[src/rtl/alu_share_ctrl_if.sv]
`default_nettype none
// ============================================================================
// Module      : alu_share_ctrl_if
// Description : Bundles the requester A/B channels, the shared-ALU drive and
//               return signals, and the response channel of alu_share_ctrl.
//               The slave modport is the controller's view; the master
//               modport is the view of the surrounding logic.
// Revision    : 1.0 - initial release
// ============================================================================
interface alu_share_ctrl_if #(
    parameter int WIDTH = 16
);
    // Requester A
    logic             a_valid;
    logic             a_ready;
    logic [WIDTH-1:0] a_x;
    logic [WIDTH-1:0] a_y;
    logic [5:0]       a_ctrl;
    // Requester B
    logic             b_valid;
    logic             b_ready;
    logic [WIDTH-1:0] b_x;
    logic [WIDTH-1:0] b_y;
    logic [5:0]       b_ctrl;
    // Shared ALU
    logic [WIDTH-1:0] alu_x;
    logic [WIDTH-1:0] alu_y;
    logic [5:0]       alu_ctrl;
    logic [WIDTH-1:0] alu_out;
    logic             alu_zr;
    logic             alu_ng;
    // Response channel
    logic             rsp_valid;
    logic             rsp_ready;
    logic             rsp_id;
    logic [WIDTH-1:0] rsp_out;
    logic             rsp_zr;
    logic             rsp_ng;
    logic             busy;

    modport slave (
        input  a_valid, a_x, a_y, a_ctrl,
        output a_ready,
        input  b_valid, b_x, b_y, b_ctrl,
        output b_ready,
        output alu_x, alu_y, alu_ctrl,
        input  alu_out, alu_zr, alu_ng,
        output rsp_valid, rsp_id, rsp_out, rsp_zr, rsp_ng,
        input  rsp_ready,
        output busy
    );

    modport master (
        output a_valid, a_x, a_y, a_ctrl,
        input  a_ready,
        output b_valid, b_x, b_y, b_ctrl,
        input  b_ready,
        input  alu_x, alu_y, alu_ctrl,
        output alu_out, alu_zr, alu_ng,
        input  rsp_valid, rsp_id, rsp_out, rsp_zr, rsp_ng,
        output rsp_ready,
        input  busy
    );
endinterface
`default_nettype wire

[src/rtl/alu_share_ctrl.sv]
`default_nettype none
// ============================================================================
// Module      : alu_share_ctrl
// Description : Shares one combinational Hack-style ALU between requester A
//               (CPU control unit) and requester B (aux/debug datapath).
//               IDLE -> EXEC -> RESP -> IDLE; the winner's operands are
//               latched, driven to the ALU for one cycle, and the result is
//               returned on a single response channel tagged with its id.
//               Build option: define ALU_SHARE_RR_EN for round-robin
//               tie-break; otherwise A always wins a tie.
// Revision    : 1.0 - initial release
// ============================================================================
module alu_share_ctrl #(
    parameter int WIDTH = 16
) (
    input  wire logic        clk,
    input  wire logic        rst,
    alu_share_ctrl_if.slave  bus
);

    localparam logic c_ID_A = 1'b0;
    localparam logic c_ID_B = 1'b1;

    typedef enum logic [1:0] {
        S_IDLE = 2'd0,
        S_EXEC = 2'd1,
        S_RESP = 2'd2
    } state_t;

    state_t           state_q, state_d;
    logic [WIDTH-1:0] x_q, x_d;
    logic [WIDTH-1:0] y_q, y_d;
    logic [5:0]       ctrl_q, ctrl_d;
    logic             id_q, id_d;
    logic             last_grant_q, last_grant_d;
    logic             rsp_valid_q, rsp_valid_d;
    logic             rsp_id_q, rsp_id_d;
    logic [WIDTH-1:0] rsp_out_q, rsp_out_d;
    logic             rsp_zr_q, rsp_zr_d;
    logic             rsp_ng_q, rsp_ng_d;

    logic             w_idle;
    logic             w_tie_to_b;
    logic             w_grant_a;
    logic             w_grant_b;

    // Grant selection: a lone requester always wins; a tie goes by build option
    always_comb begin
        w_idle = (state_q == S_IDLE);
`ifdef ALU_SHARE_RR_EN
        w_tie_to_b = (last_grant_q == c_ID_A);
`else
        // History register is kept in both builds; fixed priority ignores it.
        w_tie_to_b = last_grant_q & 1'b0;
`endif
        w_grant_a = w_idle & bus.a_valid & (~bus.b_valid | ~w_tie_to_b);
        w_grant_b = w_idle & bus.b_valid & (~bus.a_valid |  w_tie_to_b);
    end

    // Next-state and next-register computation for the sequencer
    always_comb begin
        state_d      = state_q;
        x_d          = x_q;
        y_d          = y_q;
        ctrl_d       = ctrl_q;
        id_d         = id_q;
        last_grant_d = last_grant_q;
        rsp_valid_d  = rsp_valid_q;
        rsp_id_d     = rsp_id_q;
        rsp_out_d    = rsp_out_q;
        rsp_zr_d     = rsp_zr_q;
        rsp_ng_d     = rsp_ng_q;
        case (state_q)
            S_IDLE: begin
                if (w_grant_a) begin
                    x_d          = bus.a_x;
                    y_d          = bus.a_y;
                    ctrl_d       = bus.a_ctrl;
                    id_d         = c_ID_A;
                    last_grant_d = c_ID_A;
                    state_d      = S_EXEC;
                end else if (w_grant_b) begin
                    x_d          = bus.b_x;
                    y_d          = bus.b_y;
                    ctrl_d       = bus.b_ctrl;
                    id_d         = c_ID_B;
                    last_grant_d = c_ID_B;
                    state_d      = S_EXEC;
                end
            end
            S_EXEC: begin
                // ALU has had the latched operands for the whole cycle
                rsp_out_d   = bus.alu_out;
                rsp_zr_d    = bus.alu_zr;
                rsp_ng_d    = bus.alu_ng;
                rsp_id_d    = id_q;
                rsp_valid_d = 1'b1;
                state_d     = S_RESP;
            end
            S_RESP: begin
                if (rsp_valid_q && bus.rsp_ready) begin
                    rsp_valid_d = 1'b0;
                    state_d     = S_IDLE;
                end
            end
            default: begin
                rsp_valid_d = 1'b0;
                state_d     = S_IDLE;
            end
        endcase
    end

    // State and datapath registers; reset drops any in-flight operation
    always_ff @(posedge clk) begin
        if (rst) begin
            state_q      <= S_IDLE;
            x_q          <= '0;
            y_q          <= '0;
            ctrl_q       <= '0;
            id_q         <= c_ID_A;
            last_grant_q <= c_ID_B;
            rsp_valid_q  <= 1'b0;
            rsp_id_q     <= c_ID_A;
            rsp_out_q    <= '0;
            rsp_zr_q     <= 1'b0;
            rsp_ng_q     <= 1'b0;
        end else begin
            state_q      <= state_d;
            x_q          <= x_d;
            y_q          <= y_d;
            ctrl_q       <= ctrl_d;
            id_q         <= id_d;
            last_grant_q <= last_grant_d;
            rsp_valid_q  <= rsp_valid_d;
            rsp_id_q     <= rsp_id_d;
            rsp_out_q    <= rsp_out_d;
            rsp_zr_q     <= rsp_zr_d;
            rsp_ng_q     <= rsp_ng_d;
        end
    end

    assign bus.a_ready   = w_grant_a;
    assign bus.b_ready   = w_grant_b;
    assign bus.alu_x     = x_q;
    assign bus.alu_y     = y_q;
    assign bus.alu_ctrl  = ctrl_q;
    assign bus.rsp_valid = rsp_valid_q;
    assign bus.rsp_id    = rsp_id_q;
    assign bus.rsp_out   = rsp_out_q;
    assign bus.rsp_zr    = rsp_zr_q;
    assign bus.rsp_ng    = rsp_ng_q;
    assign bus.busy      = (state_q != S_IDLE);

endmodule
`default_nettype wire
[src/flat_wrapper.sv]
// flat-port wrapper written by rule: the top's interface ports become plain ports
module alu_share_ctrl_flat 
#(
    parameter int WIDTH = 16
)
  (clk, rst, bus_a_valid, bus_a_x, bus_a_y, bus_a_ctrl, bus_a_ready, bus_b_valid, bus_b_x, bus_b_y, bus_b_ctrl, bus_b_ready, bus_alu_x, bus_alu_y, bus_alu_ctrl, bus_alu_out, bus_alu_zr, bus_alu_ng, bus_rsp_valid, bus_rsp_id, bus_rsp_out, bus_rsp_zr, bus_rsp_ng, bus_rsp_ready, bus_busy);
  alu_share_ctrl_if #(.WIDTH(WIDTH)) bus_i ();
  input  wire logic clk;
  input  wire logic rst;
  input wire logic [$bits(bus_i.a_valid)-1:0] bus_a_valid;
  input wire logic [$bits(bus_i.a_x)-1:0] bus_a_x;
  input wire logic [$bits(bus_i.a_y)-1:0] bus_a_y;
  input wire logic [$bits(bus_i.a_ctrl)-1:0] bus_a_ctrl;
  output wire logic [$bits(bus_i.a_ready)-1:0] bus_a_ready;
  input wire logic [$bits(bus_i.b_valid)-1:0] bus_b_valid;
  input wire logic [$bits(bus_i.b_x)-1:0] bus_b_x;
  input wire logic [$bits(bus_i.b_y)-1:0] bus_b_y;
  input wire logic [$bits(bus_i.b_ctrl)-1:0] bus_b_ctrl;
  output wire logic [$bits(bus_i.b_ready)-1:0] bus_b_ready;
  output wire logic [$bits(bus_i.alu_x)-1:0] bus_alu_x;
  output wire logic [$bits(bus_i.alu_y)-1:0] bus_alu_y;
  output wire logic [$bits(bus_i.alu_ctrl)-1:0] bus_alu_ctrl;
  input wire logic [$bits(bus_i.alu_out)-1:0] bus_alu_out;
  input wire logic [$bits(bus_i.alu_zr)-1:0] bus_alu_zr;
  input wire logic [$bits(bus_i.alu_ng)-1:0] bus_alu_ng;
  output wire logic [$bits(bus_i.rsp_valid)-1:0] bus_rsp_valid;
  output wire logic [$bits(bus_i.rsp_id)-1:0] bus_rsp_id;
  output wire logic [$bits(bus_i.rsp_out)-1:0] bus_rsp_out;
  output wire logic [$bits(bus_i.rsp_zr)-1:0] bus_rsp_zr;
  output wire logic [$bits(bus_i.rsp_ng)-1:0] bus_rsp_ng;
  input wire logic [$bits(bus_i.rsp_ready)-1:0] bus_rsp_ready;
  output wire logic [$bits(bus_i.busy)-1:0] bus_busy;
  assign bus_i.a_valid = bus_a_valid;
  assign bus_i.a_x = bus_a_x;
  assign bus_i.a_y = bus_a_y;
  assign bus_i.a_ctrl = bus_a_ctrl;
  assign bus_a_ready = bus_i.a_ready;
  assign bus_i.b_valid = bus_b_valid;
  assign bus_i.b_x = bus_b_x;
  assign bus_i.b_y = bus_b_y;
  assign bus_i.b_ctrl = bus_b_ctrl;
  assign bus_b_ready = bus_i.b_ready;
  assign bus_alu_x = bus_i.alu_x;
  assign bus_alu_y = bus_i.alu_y;
  assign bus_alu_ctrl = bus_i.alu_ctrl;
  assign bus_i.alu_out = bus_alu_out;
  assign bus_i.alu_zr = bus_alu_zr;
  assign bus_i.alu_ng = bus_alu_ng;
  assign bus_rsp_valid = bus_i.rsp_valid;
  assign bus_rsp_id = bus_i.rsp_id;
  assign bus_rsp_out = bus_i.rsp_out;
  assign bus_rsp_zr = bus_i.rsp_zr;
  assign bus_rsp_ng = bus_i.rsp_ng;
  assign bus_i.rsp_ready = bus_rsp_ready;
  assign bus_busy = bus_i.busy;
  alu_share_ctrl #(.WIDTH(WIDTH)) u_core (.clk(clk), .rst(rst), .bus(bus_i));
endmodule
[config.mk]
export PLATFORM = sky130hd
export DESIGN_NAME = alu_share_ctrl_flat
export DESIGN_NICKNAME = d
export VERILOG_FILES = /design/src/rtl/alu_share_ctrl_if.sv /design/src/rtl/alu_share_ctrl.sv /design/src/flat_wrapper.sv
export SDC_FILE = /design/constraint.sdc
export NUM_CORES = 1
export LEC_CHECK = 0
export CAP_MARGIN = 10
export CORE_ASPECT_RATIO = 1.4
export CORE_MARGIN = 2
export CORE_UTILIZATION = 40
export DETAILED_ROUTE_END_ITERATION = 16
export PLACE_DENSITY = 0.85
export SLEW_MARGIN = 20
export SYNTH_ARGS = -nofsm -noshare
export SYNTH_HDL_FRONTEND = slang
export SYNTH_SLANG_ARGS = --single-unit
[constraint.sdc]
create_clock -name clk -period 5 [get_ports clk]
set_input_delay 1.5 -clock clk [delete_from_list [all_inputs] [get_ports clk]]
set_output_delay 1.5 -clock clk [all_outputs]
set_load 0.02 [all_outputs]
# Word level (Yosys, flattened, before mapping)
# Cells that the tools add are included.
word_totals:
  regBits: 61
  in_bits: 99
classes:
  eq_ne: 4
  bitwise_logic: 5
  muxes: 14
  n_reduce_logical: 7
ops:
  columns: ["op", "n"]
  rows:
  - ["16-bit two-way mux", 4]
  - ["6-bit two-way mux", 2]
  - ["2-bit two-way mux", 3]
  - ["2-bit case mux with 3 select lines", 1]
  - ["2-bit AND reduction", 3]
  - ["2-bit nonzero test", 2]
  - ["1-bit bitwise AND", 3]
  - ["1-bit two-way mux", 3]
  - ["3-bit inequality test (second input constant)", 1]
  - ["1-bit case mux with 3 select lines", 1]
  - ["2-bit by 1-bit equality test with 1-bit output (second input constant)", 1]
  - ["2-bit equality test (second input constant)", 1]
  - ["2-bit logical NOT", 1]
  - ["2-bit by 1-bit inequality test with 1-bit output (second input constant)", 1]
  - ["1-bit NOT", 2]
  - ["1-bit logical AND", 1]

# Depth between registers and ports, before layout
logic_depth:
  word_depth: 6
  depth_mapped: 6
  ltp_nobuf: 4

# Least setup slack after synthesis
# OpenSTA, ideal clock, no wires.
synth_path:
  path_kind: "input to output"
  from: "input port bus_a_valid"
  to: "output port bus_a_ready"
  arrival_ns: 2.358
  path_stages: 5
  n_path_buf: 3
  setup_slack_ns: 1.142
  required_ns: 3.500
  path_cell_list: "buf_2 -> inv_1 -> buf_4 -> buf_4 -> nor2_1"
synth_via:
  elab_chain_len: 1
synth_rtl:
  columns: ["element", "line", "rtl"]
  rows:
  - ["start: declaration", "flat_wrapper.sv:10", "input wire logic [$bits(bus_i.a_valid)-1:0] bus_a_valid;"]
  - ["1-bit bitwise AND", "alu_share_ctrl.sv:56", "w_grant_a = w_idle & bus.a_valid & (~bus.b_valid | ~w_tie_to_b);"]
  - ["end: declaration", "flat_wrapper.sv:14", "output wire logic [$bits(bus_i.a_ready)-1:0] bus_a_ready;"]
# Every way passes these cells.

# Final worst setup path
# Same ends and word-level chain as after synthesis.

==> results.txt <==
detailed placement HPWL - 5.63 mm
cts bufs inserted - 9
filler cell count - 529
type of destination of the critical path - output pin
final count of pins violating max slew - 0
register area share after synthesis - 0.454
FF+latch area - 1220 µm²
maximum number of pins on one net before global-route repair - 40
path type of the worst setup path - input pin to output pin
Critical Path Start Type - input pin
total number of H-tree levels - 3
clock tree from TritonCTS - yes
chip height - 101 µm
clock latency of the later-clocked register in the worst-skew pair - 330 ps
Post-Synthesis Mean Instance Area - 8.56 µm²
Final Wtd Congestion - 0.825
via count of the first global-routing pass - 2650
number of buffers on the longest clock path - 2
clock root buffer - clkbuf_8
required time of the critical path - 3500 ps
fraction of layout instances using a drive strength above 1 - 0.0731
timing-limited maximum frequency - 231 MHz
vias after detailed routing - 2822
sequential power share - 0.398
yosys synthesis warning count - 0
antenna violations before repair - 0
total number of placement rows - 35
setup total negative slack - 0 ps
netlist area before placement - 2690 µm²
area inside the core boundary - 6530 µm²
Area Overhead vs Synth - 67.2%
average vias per placed instance - 5.24
antenna cell count - 0
final cell utilization of the core - 0.689
beginning of the worst register-to-register path - u_core.state_q[1]$_SDFFE_PP0P_
number of failing hold endpoints at the final stage - 0
switching power as a share of total power - 0.296
number of buffers inserted to repair setup after CTS - 0
final clock skew - 9.65 ps
maximum ir drop on the vdd rail - 0.000341 V
logic gate share of total power - 0.305
CTS sink cnt - 61
power density of the placed cells - 317 nW/µm²
average wire per standard cell - 14.9 µm
final setup violation count - 0
minimum clock period - 4330 ps
initial core utilization - 0.412
synthesized flop and latch total - 61
post-cts hold buffer count - 0
total of cells resized after clock tree synthesis - 0
startpoint of the worst setup timing path - bus_a_valid
result of the run - completed
Detailed Route WL - 8.05 mm
synthesized instance count - 314
part of the cycle the worst path needs - 0.866
number of cells in the finished layout apart from fillers - 539
global-route wire length before repair - 12.4 mm
path category of the worst min-delay check - flip-flop to flip-flop
count of boundary I/O pins - 160
RSZ-0062 raised after global routing - false
area of combinational cells with multiple inputs - 1180 µm²
Switch Pwr - 0.422 mW
Min Hold Slack - 454 ps
Slew @ Worst Pin - 739 ps
drt first-iter violations - 155
Worst-path clk slew - 60 ps
final antenna-violating net count - 0
number of port buffers - 159
clock power share - 0.296
Total Routing Usage GR - 0.217
arrival time at the worst endpoint - 2830 ps
Pre-antenna DRT Iters - 4
Netlist cell types - 24
Post-Synthesis Net Count - 413
global route total overflow - 0
Die Area - 7400 µm²
leakage power figure - 1.67 nW
slew margin rel. - 0.507
die span in x - 73.3 µm
remaining design rule violation count - 0
count of max-cap constraint violations - 0
net count of the finished layout - 559
HP Start - u_core.bus.rsp_out[10]$_SDFFE_PP0P_
total placed cells including tap cells - 522
biggest fanout along the worst timing path - 3
internal portion of total power - 1.00 mW
-- critical path, cell delays in order --
cell and delay, ps:
clkdlybuf4s50_1 480, inv_1 70, nor2_1 140, clkdlybuf4s50_1 640
-- layer usage --
layer  vias up  routed length [µm]  GRT usage
met5         -                   0          0
met2       112                4070      0.369
met3        15                 635     0.0560
li1       1399                   -          -
met1      1296                3130      0.241
met4         0                 211      0.120
-- area by class of cell --
class / instances / share of cell area
multi-input cells: 182 / 0.262
clock inverters: 4 / 0.0106
flip-flops and latches: 61 / 0.272
clock buffers: 12 / 0.0323
inverters: 40 / 0.0334
repair buffers: 166 / 0.369
well taps: 74 / 0.0206
-- power groups by stage --
stage | Clock (mW) | Combinational [mW] | Sequential [mW]
after floorplan | 0 | 0.156 | 0.639
after global placement | 0 | 0.423 | 0.575
after detailed placement | 0 | 0.430 | 0.578
after CTS | 0.435 | 0.432 | 0.568
after global routing | 0.455 | 0.466 | 0.574
final | 0.423 | 0.435 | 0.568
-- per-stage QoR --
step,total power [mW],cell area [µm²],worst slack (ps)
floorplan,0.795,2690,1140
global placement,0.998,4270,668
detailed placement,1.01,4270,657
CTS,1.43,4470,658
global route,1.50,4490,559
finish,1.43,4490,671
-- cell usage after synthesis, drive strengths merged --
master | instances | area share
a21oi | 21 | 0.039
a221oi | 37 | 0.14
a32o | 1 | 0.0037
and3 | 1 | 0.0023
buf | 16 | 0.035
clkbuf | 15 | 0.021
dfxtp | 61 | 0.45
inv | 40 | 0.056
nand2 | 41 | 0.057
nand2b | 2 | 0.0047
nand3b | 1 | 0.0028
nor2 | 35 | 0.050
nor2b | 1 | 0.0023
nor3 | 1 | 0.0019
o211a | 1 | 0.0037
o21ai | 3 | 0.0070
o22ai | 6 | 0.014
o2bb2ai | 31 | 0.10
-- cells by family (layout without fill, tap and decap cells) --
kind of cell | Yosys count | after routing | share of synthesized area
buf+inv | 71 | 222 | 0.112
simple gates | 82 | 82 | 0.121
compound gates | 100 | 100 | 0.312
flops | 61 | 61 | 0.454
-- registers in the layout (all words and copies together) (netlist names) --
signal                count
u_core.bus.alu_ctrl       6
u_core.bus.alu_x         16
u_core.bus.alu_y         16
u_core.bus.rsp_id         1
u_core.bus.rsp_ng         1
u_core.bus.rsp_out       16
u_core.bus.rsp_valid      1
u_core.bus.rsp_zr         1
u_core.id_q               1
u_core.state_q            2
-- worst paths after layout --
kind / to / slack (ps) / cells past startpoint
worst max-delay path: bus_a_ready / 670 / 4
worst min-delay path: u_core.bus.rsp_out[10]$_SDFFE_PP0P_ / 450 / 2
worst max register to register: u_core.bus.alu_x[15]$_SDFFE_PP0P_ / 2950 / 5
worst min register to register: u_core.bus.rsp_out[10]$_SDFFE_PP0P_ / 450 / 2
-- cell usage in the layout, fill, tap and decap left out, types with 2 or more instances in the layout --
cell type        count
a221oi_2            10
a21oi_1             21
clkbuf_8            10
o22ai_1              6
a221oi_1            27
clkbuf_1             2
o2bb2ai_1           31
dfxtp_1             61
buf_4                6
clkinv_2             2
nand2_1             41
o21ai_0              2
nand2b_1             2
nor2_1              34
inv_1               40
clkdlybuf4s50_1    158
Power figures use the tool's default switching activity.
